`src/rtl/fht_bank_writer_if.sv`:
```
// Bank write-back bus of the FHT datapath: butterfly results in, bank write port and stage status out.
interface fht_bank_writer_if #(
  parameter int unsigned D_BIT   = 17,
  parameter int unsigned A_BIT   = 8,
  parameter int unsigned SEC_BIT = 4
);

  logic                      iSTART;
  logic [SEC_BIT-1:0]        iSTAGE;
  logic                      iVALID;
  logic                      iSWAP;
  logic signed [D_BIT-1:0]   iY_0;
  logic signed [D_BIT-1:0]   iY_1;
  logic signed [D_BIT-1:0]   iY_2;
  logic signed [D_BIT-1:0]   iY_3;

  logic                      oWE;
  logic [A_BIT-1:0]          oADDR;
  logic signed [D_BIT-1:0]   oD_0;
  logic signed [D_BIT-1:0]   oD_1;
  logic signed [D_BIT-1:0]   oD_2;
  logic signed [D_BIT-1:0]   oD_3;
  logic                      oBUSY;
  logic                      oDONE;
  logic                      oOVF;

  // Sequencer / butterfly side
  modport master (
    output iSTART, iSTAGE, iVALID, iSWAP, iY_0, iY_1, iY_2, iY_3,
    input  oWE, oADDR, oD_0, oD_1, oD_2, oD_3, oBUSY, oDONE, oOVF
  );

  // Bank writer side
  modport slave (
    input  iSTART, iSTAGE, iVALID, iSWAP, iY_0, iY_1, iY_2, iY_3,
    output oWE, oADDR, oD_0, oD_1, oD_2, oD_3, oBUSY, oDONE, oOVF
  );

endinterface

```
`src/rtl/fht_bank_writer.sv`:
```
// FHT write-back: one word per bank per beat, per-stage beat counting and stage-done pulse.
// Optional FHT_WR_BITREV_EN: stage 0 writes to bit-reversed addresses (input reordering).
module fht_bank_writer #(
  parameter int unsigned D_BIT   = 17,
  parameter int unsigned A_BIT   = 8,
  parameter int unsigned SEC_BIT = 4
) (
  input  logic               iCLK,
  input  logic               iRESET,
  fht_bank_writer_if.slave   bus
);

  localparam logic [A_BIT-1:0] LAST_BEAT = '1;

  typedef enum logic [1:0] {
    S_IDLE  = 2'd0,
    S_WRITE = 2'd1,
    S_LAST  = 2'd2
  } state_t;

  typedef struct packed {
    logic [A_BIT-1:0] addr;
    logic [D_BIT-1:0] d0;
    logic [D_BIT-1:0] d1;
    logic [D_BIT-1:0] d2;
    logic [D_BIT-1:0] d3;
  } wr_t;

  state_t             state_q, state_d;
  logic [A_BIT-1:0]   cnt_q, cnt_d;
  logic [SEC_BIT-1:0] stage_q, stage_d;
  logic               busy_q, busy_d;
  logic               done_q, done_d;
  logic               ovf_q, ovf_d;
  logic               we_q, we_d;
  wr_t                wr_q, wr_d;

  logic               beat_c;
  logic [A_BIT-1:0]   beat_idx_c;
  logic [A_BIT-1:0]   beat_addr_c;

`ifdef FHT_WR_BITREV_EN
  logic [SEC_BIT-1:0] beat_stage_c;

  function automatic logic [A_BIT-1:0] bit_rev(input logic [A_BIT-1:0] a);
    logic [A_BIT-1:0] r;
    r = '0;
    for (int i = 0; i < int'(A_BIT); i++) begin
      r[i] = a[int'(A_BIT) - 1 - i];
    end
    return r;
  endfunction
`endif

  // A start always restarts the beat count, so a same-cycle beat is beat 0 of the new stage
  always_comb begin
    beat_c      = bus.iVALID && (bus.iSTART || (state_q == S_WRITE));
    beat_idx_c  = bus.iSTART ? '0 : cnt_q;
`ifdef FHT_WR_BITREV_EN
    beat_stage_c = bus.iSTART ? bus.iSTAGE : stage_q;
    beat_addr_c  = (beat_stage_c == '0) ? bit_rev(beat_idx_c) : beat_idx_c;
`else
    beat_addr_c  = beat_idx_c;
`endif
  end

  // Next-state and registered-output logic
  always_comb begin
    state_d = state_q;
    cnt_d   = cnt_q;
    stage_d = stage_q;
    busy_d  = busy_q;
    done_d  = 1'b0;
    ovf_d   = ovf_q;
    we_d    = 1'b0;
    wr_d    = wr_q;

    if (bus.iSTART) begin
      state_d = S_WRITE;
      cnt_d   = '0;
      stage_d = bus.iSTAGE;
      busy_d  = 1'b1;
      ovf_d   = 1'b0;
    end else begin
      unique case (state_q)
        S_IDLE: begin
          if (bus.iVALID) ovf_d = 1'b1;
        end
        S_WRITE: begin
        end
        S_LAST: begin
          state_d = S_IDLE;
          busy_d  = 1'b0;
          cnt_d   = '0;
          if (bus.iVALID) ovf_d = 1'b1;
        end
        default: begin
          state_d = S_IDLE;
          busy_d  = 1'b0;
          cnt_d   = '0;
        end
      endcase
    end

    if (beat_c) begin
      we_d      = 1'b1;
      wr_d.addr = beat_addr_c;
      wr_d.d0   = bus.iY_0;
      wr_d.d1   = bus.iSWAP ? bus.iY_2 : bus.iY_1;
      wr_d.d2   = bus.iSWAP ? bus.iY_1 : bus.iY_2;
      wr_d.d3   = bus.iY_3;
      cnt_d     = beat_idx_c + A_BIT'(1);
      if (beat_idx_c == LAST_BEAT) begin
        state_d = S_LAST;
        done_d  = 1'b1;
        cnt_d   = '0;
      end
    end
  end

  always_ff @(posedge iCLK or negedge iRESET) begin
    if (!iRESET) begin
      state_q <= S_IDLE;
      cnt_q   <= '0;
      stage_q <= '0;
      busy_q  <= 1'b0;
      done_q  <= 1'b0;
      ovf_q   <= 1'b0;
      we_q    <= 1'b0;
      wr_q    <= '0;
    end else begin
      state_q <= state_d;
      cnt_q   <= cnt_d;
      stage_q <= stage_d;
      busy_q  <= busy_d;
      done_q  <= done_d;
      ovf_q   <= ovf_d;
      we_q    <= we_d;
      wr_q    <= wr_d;
    end
  end

  assign bus.oWE   = we_q;
  assign bus.oADDR = wr_q.addr;
  assign bus.oD_0  = wr_q.d0;
  assign bus.oD_1  = wr_q.d1;
  assign bus.oD_2  = wr_q.d2;
  assign bus.oD_3  = wr_q.d3;
  assign bus.oBUSY = busy_q;
  assign bus.oDONE = done_q;
  assign bus.oOVF  = ovf_q;

endmodule

```
`src/flat_wrapper.sv`:
```
// flat-port wrapper written by rule: the top's interface ports become plain ports
module fht_bank_writer_flat 
#(
  parameter int unsigned D_BIT   = 17,
  parameter int unsigned A_BIT   = 8,
  parameter int unsigned SEC_BIT = 4
)
  (iCLK, iRESET, bus_iSTART, bus_iSTAGE, bus_iVALID, bus_iSWAP, bus_iY_0, bus_iY_1, bus_iY_2, bus_iY_3, bus_oWE, bus_oADDR, bus_oD_0, bus_oD_1, bus_oD_2, bus_oD_3, bus_oBUSY, bus_oDONE, bus_oOVF);
  fht_bank_writer_if #(.D_BIT(D_BIT), .A_BIT(A_BIT), .SEC_BIT(SEC_BIT)) bus_i ();
  input  logic iCLK;
  input  logic iRESET;
  input wire logic [$bits(bus_i.iSTART)-1:0] bus_iSTART;
  input wire logic [$bits(bus_i.iSTAGE)-1:0] bus_iSTAGE;
  input wire logic [$bits(bus_i.iVALID)-1:0] bus_iVALID;
  input wire logic [$bits(bus_i.iSWAP)-1:0] bus_iSWAP;
  input wire logic [$bits(bus_i.iY_0)-1:0] bus_iY_0;
  input wire logic [$bits(bus_i.iY_1)-1:0] bus_iY_1;
  input wire logic [$bits(bus_i.iY_2)-1:0] bus_iY_2;
  input wire logic [$bits(bus_i.iY_3)-1:0] bus_iY_3;
  output wire logic [$bits(bus_i.oWE)-1:0] bus_oWE;
  output wire logic [$bits(bus_i.oADDR)-1:0] bus_oADDR;
  output wire logic [$bits(bus_i.oD_0)-1:0] bus_oD_0;
  output wire logic [$bits(bus_i.oD_1)-1:0] bus_oD_1;
  output wire logic [$bits(bus_i.oD_2)-1:0] bus_oD_2;
  output wire logic [$bits(bus_i.oD_3)-1:0] bus_oD_3;
  output wire logic [$bits(bus_i.oBUSY)-1:0] bus_oBUSY;
  output wire logic [$bits(bus_i.oDONE)-1:0] bus_oDONE;
  output wire logic [$bits(bus_i.oOVF)-1:0] bus_oOVF;
  assign bus_i.iSTART = bus_iSTART;
  assign bus_i.iSTAGE = bus_iSTAGE;
  assign bus_i.iVALID = bus_iVALID;
  assign bus_i.iSWAP = bus_iSWAP;
  assign bus_i.iY_0 = bus_iY_0;
  assign bus_i.iY_1 = bus_iY_1;
  assign bus_i.iY_2 = bus_iY_2;
  assign bus_i.iY_3 = bus_iY_3;
  assign bus_oWE = bus_i.oWE;
  assign bus_oADDR = bus_i.oADDR;
  assign bus_oD_0 = bus_i.oD_0;
  assign bus_oD_1 = bus_i.oD_1;
  assign bus_oD_2 = bus_i.oD_2;
  assign bus_oD_3 = bus_i.oD_3;
  assign bus_oBUSY = bus_i.oBUSY;
  assign bus_oDONE = bus_i.oDONE;
  assign bus_oOVF = bus_i.oOVF;
  fht_bank_writer #(.D_BIT(D_BIT), .A_BIT(A_BIT), .SEC_BIT(SEC_BIT)) u_core (.iCLK(iCLK), .iRESET(iRESET), .bus(bus_i));
endmodule
```
`config.mk`:
```
export PLATFORM = sky130hd
export DESIGN_NAME = fht_bank_writer_flat
export DESIGN_NICKNAME = d
export VERILOG_FILES = /design/src/rtl/fht_bank_writer_if.sv /design/src/rtl/fht_bank_writer.sv /design/src/flat_wrapper.sv
export SDC_FILE = /design/constraint.sdc
export NUM_CORES = 1
export LEC_CHECK = 0
export BUFFER_PORTS_ARGS = -buffer_cell sky130_fd_sc_hd__buf_4
export CORE_MARGIN = 3
export CORE_UTILIZATION = 48
export CTS_CLUSTER_SIZE = 16
export DETAILED_ROUTE_END_ITERATION = 8
export PLACE_DENSITY_LB_ADDON = 0.05
export SETUP_SLACK_MARGIN = 0.2
export SLEW_MARGIN = 20
export SYNTH_ARGS = -nofsm -noshare
export SYNTH_HDL_FRONTEND = slang
export SYNTH_SLANG_ARGS = --single-unit
export TNS_END_PERCENT = 20
```
`constraint.sdc`:
```
create_clock -name iCLK -period 2.15 [get_ports iCLK]
set_input_delay 0.43 -clock iCLK [delete_from_list [all_inputs] [get_ports iCLK]]
set_output_delay 0.43 -clock iCLK [all_outputs]
set_load 0.03 [all_outputs]
```
Yosys cells after proc, flatten, opt, wreduce, memory -nomap -nowiden
Cells that the tools add are included.

Word-level logic and storage cells: 44. Flip-flop bits (word level): 90. Output and inout port bits: 80.

Multiplexer cells: 19. Equality and inequality tests: 5. Reductions and logical operators: 8. Add/subtract/negate cells: 1.

Operators by type and width (number): $mux 8 (5); $mux 17 (2); $add 8x1->8 const B (1); $eq 8x8->1 const B (1); $mux 1 (8); $mux 2 (4); $reduce_bool 2->1 (2); $reduce_or 2->1 (2); $ne 3x1->1 const B (1); $eq 2x1->1 const B (1); $eq 2x2->1 const B (1); $logic_not 2->1 (1); $ne 2x1->1 const B (1); $reduce_and 2->1 (1); $logic_and 1x1->1 (1); $logic_or 1x1->1 (1).

Longest topological paths before layout
Depth in word-level cells: 6. Gate-level depth with buffers: 8. Mapped depth without buffers: 7.

Worst setup path before layout
Ideal clock, no wire load.

Kind: input -> register. Start point: in bus_iSTART. End point: reg u_core.cnt_q[7]. Path buffers: 1. Required time: 2.019 ns. Cell stages on the path: 7. Data arrival time: 1.710 ns. Setup slack: 0.309 ns. Path through: buf_2 -> nor2b_1 -> ha_1 -> nand3_1 -> nor4_4 -> or4_1 -> o211ai_1.

Cells in the longest elaborated chain, start to end: 4. Elaborated cells between the ends (all ways): 9. Classes of those cells: add/sub (1); eq/ne (2); mux (4); reduce/logical (2).

Ends and longest elaborated chain: start, declared (RTL line flat_wrapper.sv:12) `input wire logic [$bits(bus_i.iSTART)-1:0] bus_iSTART;`; $mux 8 * (RTL line fht_bank_writer.sv:58) `beat_idx_c = bus.iSTART ? '0 : cnt_q;`; named net u_core.beat_addr_c[0] (RTL line fht_bank_writer.sv:40) `logic [A_BIT-1:0] beat_addr_c;`; $add 8x1->8 / $eq 8x8->1 (equally long branches) (RTL line fht_bank_writer.sv:112, fht_bank_writer.sv:113); $mux 8 * (RTL line fht_bank_writer.sv:113) `if (beat_idx_c == LAST_BEAT) begin`; $mux 8 * (RTL line fht_bank_writer.sv:105) `if (beat_c) begin`; end signal, assigned (RTL line fht_bank_writer.sv:133) `cnt_q <= cnt_d;`; end, declared (RTL line fht_bank_writer.sv:30) `logic [A_BIT-1:0] cnt_q, cnt_d;`.

The timed path passes the listed nets; every way through them passes the cells marked *. A chain may end at the register's enable or synchronous reset.

Final worst setup path
Start point: reg u_core.cnt_q[0]. End point: reg u_core.cnt_q[6].

Cells in the longest elaborated chain, start to end: 4. Elaborated cells between the ends (all ways): 5. Classes of those cells: add/sub (1); eq/ne (1); mux (3).

Ends and longest elaborated chain (RTL line): $mux 8 * (fht_bank_writer.sv:58); named net u_core.beat_addr_c[0] (fht_bank_writer.sv:40); $add 8x1->8 / $eq 8x8->1 (equally long branches) (fht_bank_writer.sv:112, fht_bank_writer.sv:113); $mux 8 * (fht_bank_writer.sv:113); $mux 8 * (fht_bank_writer.sv:105).

Marks and branches as above.

==> summary.txt <==
Synthesis
  – Fraction of the yosys area taken by sequential cells: 58.0%
  – Area leader, netlist: dfrtp_1
  – Post-Synthesis Cells: 317
  – Area share of the largest cell type after synthesis: 58.0%
  – Synth unique cells: 31
  – YS warnings: 0
  – Syn Area/Cell: 12.2 µm²
  – Syn Std Cell Area: 3880 µm²
  – Synth area leaders: dfrtp_1 (58%), mux2_2 (11%), mux2i_1 (9.3%)
  – Yosys reg bits: 90
  – Mapped Nets: 395

Min path
  – Min-delay src: bus_iVALID
  – WHS Endpoint: u_core.state_q[0]$_DFF_PN0_
  – Worst hold path class: input port to flop
  – Number of cells on the worst hold path: 2

Route
  – Initial DRC count: 49
  – Via density per instance: 4.94
  – Routed length per instance: 14.5 µm
  – Detail Route Antenna Nets: 0
  – Routed WL: 8.37 mm
  – Via count: 2858
  – Detailed Routing Iterations Pass 1: 4
  – Post-route DRC: 0

Floorplanning
  – Die height: 95.9 µm
  – I/O Pins: 157
  – Die area: 9200 µm²
  – Die X: 95.9 µm
  – Core ar.: 7770 µm²
  – Rows: 32
  – Initial Utilization: 50.0%

STA
  – Worst Clk Skew: 7.92 ps
  – Slew of the pin with the lowest slew margin: 549 ps
  – Total count of hold-check failures in the final report: 0
  – # setup viols final: 0
  – RSZ-0062 raised after global routing: true
  – Post-Route Setup TNS: 0 ps
  – Slew Limit Headroom: 63.4%
  – Fin crit period: 1840 ps
  – Fmax: 544 MHz
  – Final period utilization: 85.4%
  – Slew Limit Fails: 0

Global routing
  – Largest net degree at the start of global routing: 45
  – Vias in the first global route: 2601
  – Total track usage: 18.4%
  – Initial antenna violation count: 0
  – Gr ovfl total: 0
  – First-pass GRT wire length: 12.9 mm

Setup path
  – Crit-path cells: nor2b_1 -> ha_1 -> nand3_1 -> buf_4 -> nor3_1 -> mux2_2 -> o21ai_1
  – Logic depth of the worst path, buffers included: 7
  – Max stage delay cell, worst path: dfrtp_1
  – WP data required: 2390 ps
  – Reg2reg start: u_core.cnt_q[0]$_DFFE_PN0P_
  – CP arrival: 2070 ps
  – CP Capture Type: flop
  – Slowest stage delay, CP: 380 ps
  – Crit Path Category: flop to flop
  – Critical path buffers and inverters: 1
  – FF-to-FF path depth: 7
  – Largest delay share family, worst path: simple AND/OR/NAND/NOR gates
  – Highest net fanout along the worst path: 3
  – FF-to-FF setup slack: 310 ps
  – CP startpoint kind: flop
  – R2r endpoint: u_core.cnt_q[6]$_DFFE_PN0P_

Clock tree
  – H-tree levels: 3
  – Bufs on Longest Clock Path: 2
  – Root buf cell: clkbuf_8
  – CTS tree: yes
  – CTS buffer count: 9
  – CTS resizes: 0
  – Clock Latency Late Sink: 350 ps
  – CTS sink count: 90
  – Setup bufs post-CTS: 0
  – Clock-pin slew on the worst setup and hold paths: 80 ps

Layout
  – N_diodes: 0
  – Most frequent cells in the layout: buf_4 (158), dfrtp_1 (90), nand2_1 (45), mux2_2 (38), mux2i_1 (36)
  – Share of cells above drive strength 1: 45.7%
  – Area Overhead vs Synth: 38.7%
  – Most common cell after layout, fill and taps aside: buf_4
  – Nets: 550
  – Util after Layout: 69.3%

Power and ir drop
  – Switching pwr: 1.16 mW
  – Sw Share: 27.6%
  – Peak VDD IR: 0.000518 V
  – Comb power frac: 22.1%
  – P per Cell Area: 782 nW/µm²
  – Int Pwr: 3.05 mW
  – Reg power frac: 45.4%
  – Clk pwr share: 32.5%
  – Leakage: 2.65 nW

Place
  – DP Wirelength: 6.21 mm
  – PortBufs: 152
  – Placer Congestion: 0.761

Job
  – Max_cap viols: 0

Status
  – Outcome: complete, no violations
[sequential cells by signal, summed over array words and instances (netlist names)]
signal	cells
u_core.bus.oD_0	17
u_core.bus.oD_1	17
u_core.bus.oD_2	17
u_core.bus.oD_3	17
u_core.bus.oADDR	8
u_core.cnt_q	8
u_core.state_q	2
u_core.bus.oBUSY	1
u_core.bus.oDONE	1
u_core.bus.oOVF	1
u_core.bus.oWE	1
[metrics by stage]
step | area (µm²) | cells | hold WS (ps) | total power [mW] | setup WS, ps
2_1_floorplan | 3880 | 317 | 134 | 2.46 | 309
3_3_place_gp | 5130 | 562 | 343 | 2.87 | 166
3_5_place_dp | 5130 | 562 | 351 | 2.89 | 141
4_1_cts | 5380 | 579 | 274 | 4.27 | 296
5_1_grt | 5380 | 579 | 270 | 4.41 | 180
6_report | 5380 | 579 | 291 | 4.21 | 313
[power by group through the flow]
stage	logic, mW	clock network [mW]	registers [mW]
global route	0.996	1.49	1.93
CTS	0.944	1.41	1.91
floorplan	0.231	0	2.23
detailed placement	0.942	0	1.95
finish	0.930	1.37	1.91
global placement	0.930	0	1.94
[worst max path at each step]
stage | start | end
after global routing | u_core.cnt_q[0]$_DFFE_PN0P_ | u_core.cnt_q[6]$_DFFE_PN0P_
after floorplan | bus_iSTART | u_core.cnt_q[7]$_DFFE_PN0P_
after detailed placement | bus_iSTART | u_core.cnt_q[7]$_DFFE_PN0P_
after CTS | u_core.cnt_q[0]$_DFFE_PN0P_ | u_core.cnt_q[7]$_DFFE_PN0P_
final | u_core.cnt_q[0]$_DFFE_PN0P_ | u_core.cnt_q[6]$_DFFE_PN0P_
after global placement | bus_iSTART | u_core.cnt_q[7]$_DFFE_PN0P_
[cell families (layout without fill, tap and decap cells)]
group	Yosys count	in the layout	share of synthesized area (%)
DFF	90	90	58.0
muxes	74	74	20.3
and+or+nand+nor	74	74	9.42
AOI/OAI and AO/OA	53	53	7.22
buffers and inverters	24	184	4.45
adders and majority gates	1	1	0.322
xor gates and xnor gates	1	1	0.226
[cells in the mapped netlist (all sizes together)]
library cell  count
a211o             1
a21o              1
a21oi             3
buf              16
clkbuf            3
dfrtp            90
ha                1
inv               5
mux2             38
mux2i            36
nand2            45
nand2b            7
nand3             3
nand3b            3
nand4             1
nor2              5
nor2b             2
nor3              2
nor4              1
o211ai            1
o21ai            46
o21bai            1
or3               2
or3b              1
or4               2
xor2              1
[area by class of cell]
cell class / instances / area (µm²)
Timing Repair Buffer: 163 / 1280
Sequential cell: 90 / 2250
Clock buffer: 12 / 145
Inverter: 5 / 18.8
Multi-Input combinational cell: 203 / 1460
Fill cell: 620 / 2390
Tap cell: 102 / 128
Clock inverter: 4 / 98.8
[metal layers]
layer	part of all wire (%)	track usage (%)	vias to the layer above
met4	1.4	6.87	0
met2	48	28.3	100
met3	7.6	5.55	9
met1	43	24.6	1340
met5	0	0	-
li1	-	-	1409
[repair_timing]
action / in CTS / in global routing
endpoints found under the setup margin: 0 / 7
endpoints found under the hold margin: 20 / 0
hold buffers: 1 / 0
Power figures use the tool's default switching activity.
